`src/rtl/pc_fetch_pkg.sv`:
```
// Shared types and helpers for the PC / fetch-control stage.
package pc_fetch_pkg;

   typedef enum logic [1:0] {
      IDLE  = 2'd0,
      RUN   = 2'd1,
      HALT  = 2'd2,
      FAULT = 2'd3
   } fetch_state_t;

   typedef logic [15:0] addr_t;
   typedef logic [31:0] instr_t;

   localparam addr_t PC_STEP = 16'd4;

   // A fetch target is usable only if it is word aligned and inside the memory.
   function automatic logic target_ok(input addr_t addr, input int unsigned words);
      logic [31:0] limit;
      limit     = words * 32'd4;
      target_ok = (addr[1:0] == 2'b00) && ({16'h0000, addr} < limit);
   endfunction

endpackage

```
`src/rtl/next_pc_sel.sv`:
```
// Next-PC priority mux (hold > jump > branch > sequential) with target check.
module next_pc_sel
   import pc_fetch_pkg::*;
#(
   parameter int unsigned IMEM_WORDS = 1024
) (
   input  addr_t pc,
   input  logic  stall,
   input  logic  jump,
   input  addr_t jump_target,
   input  logic  branch_taken,
   input  addr_t branch_target,
   output addr_t next_pc,
   output logic  bad_target
);

   // Pick the candidate next PC; sequential step wraps naturally at 16 bits.
   always_comb begin
      next_pc = pc + PC_STEP;
      if (stall) begin
         next_pc = pc;
      end else if (jump) begin
         next_pc = jump_target;
      end else if (branch_taken) begin
         next_pc = branch_target;
      end else begin
         next_pc = pc + PC_STEP;
      end
   end

   // Every candidate, including the sequential one, is range/alignment checked.
   always_comb begin
      bad_target = !target_ok(next_pc, IMEM_WORDS);
   end

endmodule

```
`src/rtl/pc_fetch_unit.sv`:
```
// Program counter, fetch FSM, halt/fault detection and retired-fetch counter.
module pc_fetch_unit
   import pc_fetch_pkg::*;
#(
   parameter addr_t       RESET_PC   = 16'h0000,
   parameter int unsigned IMEM_WORDS = 1024,
   parameter instr_t      HALT_INSTR = 32'hFFFF_FFFF
) (
   input  logic        clk,
   input  logic        rst_n,
   input  logic        start,
   input  logic        stall,
   input  logic        branch_taken,
   input  logic [15:0] branch_target,
   input  logic        jump,
   input  logic [15:0] jump_target,
   output logic [15:0] imem_addr,
   input  logic [31:0] imem_rdata,
   output logic [31:0] instr,
   output logic [15:0] instr_pc,
   output logic        instr_valid,
   output logic        halted,
   output logic        fault,
   output logic [15:0] fault_addr,
   output logic [31:0] retired
);

   fetch_state_t state_r;
   addr_t        pc_r;
   addr_t        fault_addr_r;
   logic [31:0]  retired_r;

   logic  in_run_s;
   logic  accept_s;
   logic  is_halt_s;
   logic  sel_stall_s;
   logic  sel_jump_s;
   logic  sel_branch_s;
   addr_t next_pc_s;
   logic  bad_target_s;

   // Redirect controls only matter in RUN; in HALT the mux yields pc+4 for resume.
   always_comb begin
      in_run_s     = (state_r == RUN);
      accept_s     = in_run_s && !stall;
      is_halt_s    = (imem_rdata == HALT_INSTR);
      sel_stall_s  = in_run_s && stall;
      sel_jump_s   = in_run_s && jump;
      sel_branch_s = in_run_s && branch_taken;
   end

   next_pc_sel #(
      .IMEM_WORDS (IMEM_WORDS)
   ) u_next_pc_sel (
      .pc            (pc_r),
      .stall         (sel_stall_s),
      .jump          (sel_jump_s),
      .jump_target   (jump_target),
      .branch_taken  (sel_branch_s),
      .branch_target (branch_target),
      .next_pc       (next_pc_s),
      .bad_target    (bad_target_s)
   );

   // Fetch FSM with PC, fault address and retired counter updates.
   always_ff @(posedge clk or negedge rst_n) begin
      if (!rst_n) begin
         state_r      <= IDLE;
         pc_r         <= RESET_PC;
         fault_addr_r <= 16'h0000;
         retired_r    <= 32'd0;
      end else begin
         case (state_r)
            IDLE: begin
               if (start) begin
                  state_r <= RUN;
               end else begin
                  state_r <= IDLE;
               end
            end
            RUN: begin
               if (accept_s) begin
                  retired_r <= retired_r + 32'd1;
                  if (is_halt_s) begin
                     // PC stays on the halt word; redirects this cycle are dropped.
                     state_r <= HALT;
                  end else if (bad_target_s) begin
                     state_r      <= FAULT;
                     fault_addr_r <= next_pc_s;
                  end else begin
                     pc_r <= next_pc_s;
                  end
               end else begin
                  state_r <= RUN;
               end
            end
            HALT: begin
               if (start) begin
                  if (bad_target_s) begin
                     state_r      <= FAULT;
                     fault_addr_r <= next_pc_s;
                  end else begin
                     state_r <= RUN;
                     pc_r    <= next_pc_s;
                  end
               end else begin
                  state_r <= HALT;
               end
            end
            FAULT: begin
               state_r <= FAULT;
            end
            default: begin
               state_r <= IDLE;
            end
         endcase
      end
   end

   // Outputs are a direct view of registered state plus the memory's data path.
   always_comb begin
      imem_addr   = pc_r;
      instr_pc    = pc_r;
      instr_valid = (state_r == RUN);
      halted      = (state_r == HALT);
      fault       = (state_r == FAULT);
      fault_addr  = fault_addr_r;
      retired     = retired_r;
      if (state_r == RUN) begin
         instr = imem_rdata;
      end else begin
         instr = 32'h0000_0000;
      end
   end

endmodule
```
`config.mk`:
```
export PLATFORM = sky130hd
export DESIGN_NAME = pc_fetch_unit
export DESIGN_NICKNAME = d
export VERILOG_FILES = /design/src/rtl/pc_fetch_pkg.sv /design/src/rtl/next_pc_sel.sv /design/src/rtl/pc_fetch_unit.sv
export SDC_FILE = /design/constraint.sdc
export NUM_CORES = 1
export LEC_CHECK = 0
export BUFFER_PORTS_ARGS = -buffer_cell sky130_fd_sc_hd__buf_4
export CAP_MARGIN = 15
export CORE_MARGIN = 10
export CORE_UTILIZATION = 35
export DETAILED_ROUTE_END_ITERATION = 6
export GPL_TIMING_DRIVEN = 0
export PLACE_DENSITY_LB_ADDON = 0.12
export SYNTH_ARGS = -nofsm -noshare
export SYNTH_HDL_FRONTEND = slang
export SYNTH_HIERARCHICAL = 1
export SYNTH_SLANG_ARGS = --single-unit
```
`constraint.sdc`:
```
create_clock -name clk -period 6.5 [get_ports clk]
set_input_delay 0.975 -clock clk [delete_from_list [all_inputs] [get_ports clk]]
set_output_delay 0.975 -clock clk [all_outputs]
set_load 0.02 [all_outputs]
```
# == After elaboration in Yosys (flattened, before gate mapping) ==
# Cells that the tools add are included.
# word_totals
output_inout_bits,115
inputBits,70
wordCells,47
ff_bits,66
# classes
reduce_logical,11
order_cmp,1
n_mux,21
add_sub_neg,2
eq_ne,8
# op_table
cell,count
$mux W16,11
$pmux W16 S2,2
$add A32 B1 Y32 const B,1
$eq A32 B32 Y1 const B,1
$mux W32,1
$add A16 B3 Y16 const B,1
$lt A16 B13 Y1 const B,1
$mux W2,5
$pmux W2 S4,1
$logic_and A1 B1 Y1,5
$eq A2 B2 Y1 const B,2
$logic_not A2 Y1,2
$ne A2 B2 Y1 const B,2
$ne A4 B4 Y1 const B,1
$reduce_and A4 Y1,1
$eq A2 B1 Y1 const B,1
$ne A2 B1 Y1 const B,1
$reduce_and A2 Y1,1
$reduce_bool A2 Y1,1
$logic_not A1 Y1,1
$mux W1,1

# == Depth between registers and ports, before layout ==
# logic_depth
depth_word,11
ltp_mapped,15
ltp_nobuf,12

# == Hierarchy ==
# Netlist, hierarchy kept.
# by_module_without_submodules
mod,area_each_um2,instances,seq_area_each_um2,cells_per_inst
pc_fetch_unit,3575.9,1,1651.6,371
next_pc_sel,757.0,1,0.0,124

# == Least setup slack after synthesis ==
# OpenSTA, ideal clock, no wires.
# synth_timing
kind,register to register
from,register state_r[0]
to,register pc_r[11] (netlist: imem_addr[11])
path_stages_with_launch,15
arrival_time_ns,3.448
setup_slack_ns,2.949
required_time_ns,6.396
n_path_buf,4
setup_ns,0.104
cell_sequence,dfrtp_1 or2b_1 inv_2 clkbuf_1 clkbuf_1 and2_1 dlymetal6s2s_1 a21oi_1 a21oi_1 a21oi_2 o32a_1 or4b_1 o21bai_1 clkbuf_1 o311ai_1
# synth_rtl
element,line,text
start: declaration,pc_fetch_unit.sv:28,fetch_state_t state_r;
start signal: assignment,pc_fetch_unit.sv:68,state_r <= IDLE;
start signal: assignment,pc_fetch_unit.sv:76,state_r <= RUN;
start signal: assignment,pc_fetch_unit.sv:78,state_r <= IDLE;
$eq A2 B1 Y1 *,pc_fetch_unit.sv:44,in_run_s = (state_r == RUN);
$logic_and A1 B1 Y1 *,pc_fetch_unit.sv:48,sel_jump_s = in_run_s && jump;
via sel_jump_s,pc_fetch_unit.sv:37,logic sel_jump_s;
$mux W16 *,next_pc_sel.sv:22,end else if (jump) begin
$mux W16 *,next_pc_sel.sv:20,if (stall) begin
$lt A16 B13 Y1 or $logic_not A2 Y1 (tied branches),pc_fetch_pkg.sv:20,"target_ok = (addr[1:0] == 2'b00) && ({16'h0000, addr} < limit);"
$logic_and A1 B1 Y1,pc_fetch_pkg.sv:20,
$mux W16 *,"pc_fetch_unit.sv:87, pc_fetch_unit.sv:99",
$mux W16,pc_fetch_unit.sv:84,if (is_halt_s) begin
$mux W16,pc_fetch_unit.sv:82,if (accept_s) begin
$pmux W16 S2 *,pc_fetch_unit.sv:73,case (state_r)
end signal: assignment,pc_fetch_unit.sv:91,pc_r <= next_pc_s;
end signal: assignment,pc_fetch_unit.sv:104,pc_r <= next_pc_s;
end: declaration,pc_fetch_unit.sv:29,addr_t pc_r;
# The timed path passes the listed nets; every way through them passes the cells marked *. The select of a mux whose other input is x is not followed.
# A chain may end at the register's enable or synchronous reset.

# == Worst setup path after layout ==
# layout_timing
from,register state_r[0]
to,register fault_addr_r[3] (netlist: fault_addr[3])
# layout_rtl
element,line,text
$eq A2 B1 Y1 *,pc_fetch_unit.sv:44,
$logic_and A1 B1 Y1 *,pc_fetch_unit.sv:48,
via sel_jump_s,pc_fetch_unit.sv:37,
$mux W16 *,next_pc_sel.sv:22,
$mux W16 *,next_pc_sel.sv:20,
$lt A16 B13 Y1 or $logic_not A2 Y1 (tied branches),pc_fetch_pkg.sv:20,
$logic_and A1 B1 Y1,pc_fetch_pkg.sv:20,
$mux W16 *,"pc_fetch_unit.sv:87, pc_fetch_unit.sv:99",
$mux W16,pc_fetch_unit.sv:84,
$mux W16,pc_fetch_unit.sv:82,
$pmux W16 S2 *,pc_fetch_unit.sv:73,
end signal: assignment,pc_fetch_unit.sv:89,fault_addr_r <= next_pc_s;
end signal: assignment,pc_fetch_unit.sv:101,fault_addr_r <= next_pc_s;
end: declaration,pc_fetch_unit.sv:30,addr_t fault_addr_r;
# Marks and branches as above.

==> metrics.txt <==
Net Sw Power 591.8 uW; Post-Syn Nets 567; Cell Int Power 1.129 mW; Yosys top cell by area dfrtp_1; nets 762; Synth Instances 495; num rows 40; die height 131.3 um; CTS Buf Count 9; layout cells sized above 1 34.53%; reg2reg end fault_addr[3]$_DFFE_PN0P_; cell family with most CP delay buffers and inverters; crit start category flip-flop; vias in the first global route 4635; number of gates resized after cts 0; Clock Pin Slew Worst Setup and Hold Paths 60 ps; Area growth, synth to finish 44.64%; Rel. slew slack 30.55%; Worst R2R Setup Slack 1940 ps; crit-path max FO 10; Sum Neg Setup Slack 0 ps; max capacitance violation total 0; via/cell ratio 5.139; Finished Cell Area 0.006267 sq mm; pwr dens 274.5 mW/mm^2; sequential share of power 34.4%; R2R cell count 14; floorplan core area 0.01206 sq mm; crit path kind reg -> reg; H-tree depth 3; Buf/Inv on CP 5; Peak VDD IR 148.9 uV; Final Hold Viols 0; final wirelength 14790 um; Final ANT Viol Nets 0; register bit total from synthesis 66; clock network fraction of total power 32.3%; Worst EP arrival 4740 ps; fin crit share 70.22%; combinational group share of total power 33.3%; commonest non-fill, non-tap cell in the layout buf_4; clock sinks 66; Worst Skew 6.082 ps; Non-Filler Instances 863; Fillers 1149; max-slew violation count 0; Hold Path Cell Cnt 1; Worst Hold End retired[31]$_DFFE_PN0P_; Vias 4435; Cell Chain, Critical Path or2b_1 > inv_2 > clkbuf_1 > clkbuf_1 > and2_1 > dlymetal6s2s_1 > a21oi_1 > a21oi_1 > a21oi_2 > o32a_1 > or4b_1 > o21ai_1 > clkbuf_1 > o311ai_1; post-synth cell types 52; DR DRC count 0; Worst path max stage delay 570 ps; RR Startpoint state_r[0]$_DFFE_PN0P_; Primary FF master, synth dfrtp_1; ys async rst share 100.0%; Cells after DPL 847; commonest cells after routing, fill and taps aside 201 x buf_4, 66 x dfrtp_1, 53 x nand4_1; setup bufs post-CTS 0; first-pass GRT wire length 24140 um; Sw Ratio 34.40%; worst path required time 6680 ps; per-cell routed wire length 17.14 um; critical path depth 14; largest net degree at the start of global routing 67; Ys Warns 6; EDFF count, synth 0; GRT overflow 0; most frequent CP cell clkbuf_1; Yosys top cell area share 38.12%; initial DRC count 412; # port buffers 184; unrepaired setup endpoints after global routing no; Static Leak 2.971 nW; Worst-Margin Slew 1032 ps; initial antenna violation count 0; Util after Layout 51.96%; routability cong. 0.8268; status finished, final reports clean; Setup crit end kind flip-flop; hpwl dp 11780 um; DR pass1 iterations 5; hold_buf cts 0; clock buffer depth 2; max frequency 0.2191 GHz; Skew-Pair Late Insertion Delay 330 ps; Worst Hold Class reg -> reg; gr usage total 16.58%; Root Buffer clkbuf_16; initial core utilization 35.92%; Final min period 4564 ps; # setup viols final 0; Netlist Area Pre-Place 0.004333 sq mm; CTS tree yes; syn_area_per_cell 8.753 sq um; Crit. Startpoint state_r[0]$_DFFE_PN0P_; Die Footprint 0.01723 sq mm; io pins 185; hold_sp retired[31]$_DFFE_PN0P_; ANT cells 0; DP Area 0.005924 sq mm; sequential share of the synthesized area 38.12%; Die X 131.3 um; top post-synthesis cells by area dfrtp_1 38%, nand4_1 7.7%, o311ai_1 6.5%; CP max-delay cell or4b_1
## worst max path at each step
stage	end
floorplan	imem_addr[11]$_DFFE_PN0P_
global placement	fault_addr[8]$_DFFE_PN0P_
detailed placement	fault_addr[3]$_DFFE_PN0P_
CTS	fault_addr[3]$_DFFE_PN0P_
global route	fault_addr[3]$_DFFE_PN0P_
finish	fault_addr[3]$_DFFE_PN0P_
## cell usage after synthesis, types with 12 or more instances
cell / n
xor2_1: 13
and2_1: 42
nor2_1: 12
nand4_1: 53
nand2_1: 52
inv_1: 21
o21ai_1: 14
clkbuf_1: 25
o311ai_1: 32
buf_4: 17
nand3_1: 20
xnor2_1: 26
a21oi_1: 17
dfrtp_1: 66
## final cells by class
| type | instances | area, sq um | share of cell area (%) |
|---|---|---|---|
| buffer | 49 | 264.0 | 4.212 |
| clock buffer | 9 | 225.2 | 3.594 |
| clock inverter | 7 | 117.6 | 1.877 |
| inverter | 22 | 82.58 | 1.318 |
| multi-input combinational | 358 | 2335 | 37.25 |
| sequential | 66 | 1652 | 26.35 |
| tap | 168 | 210.2 | 3.354 |
| timing repair buffer | 184 | 1381 | 22.04 |
## per-layer routing
layer | part of all wire, % | up-vias | GRT usage (%) | wire [um]
met4 | 1.2 | 0 | 5.130 | 184
met3 | 6.2 | 13 | 3.811 | 913
met5 | 0 | - | 0 | 0
met2 | 50 | 159 | 28.55 | 7451
li1 | - | 2181 | - | -
met1 | 42 | 2082 | 20.00 | 6244
## logic make-up after synthesis
kind of cell               count (synthesis)  share of synthesized area, %
and+or+nand+nor                          222                         29.28
buffers and inverters                     71                         7.999
adders and majority gates                  2                        0.5774
DFF                                       66                         38.12
AOI/OAI and AO/OA                         86                         13.95
xor gates and xnor gates                  39                         7.883
muxes                                      9                         2.195
## sequential cells by signal (all words and copies together) (netlist names)
register and flops:
retired 32, fault_addr 16, imem_addr 16, state_r 2
## worst reg2reg max path, stage by stage, from the launching register on
cell and delay [ps]:
dfrtp_1 470, or2b_1 300, inv_2 110, clkbuf_1 380
clkbuf_1 480, and2_1 260, dlymetal6s2s_1 310, a21oi_1 70
a21oi_1 190, a21oi_2 60, o32a_1 350, or4b_1 570
o21ai_1 240, clkbuf_1 460, o311ai_1 180
## stage by stage
| stage | hold WS (ps) | setup slack, ps | total power, mW |
|---|---|---|---|
| final | 469.6 | 1936 | 1.721 |
| after global placement | 466.0 | 2025 | 1.170 |
| after global routing | 513.7 | 1609 | 1.813 |
| after CTS | 479.4 | 1976 | 1.737 |
| after floorplan | 581.9 | 2949 | 0.8935 |
| after detailed placement | 467.9 | 2014 | 1.177 |
## power groups by stage
stage | combinational, mW | sequential (mW) | clock, mW
2_1_floorplan | 0.241 | 0.652 | 0
3_3_place_gp | 0.576 | 0.594 | 0
3_5_place_dp | 0.580 | 0.597 | 0
4_1_cts | 0.581 | 0.592 | 0.564
5_1_grt | 0.622 | 0.610 | 0.581
6_report | 0.573 | 0.591 | 0.557
Power figures use the tool's default switching activity.
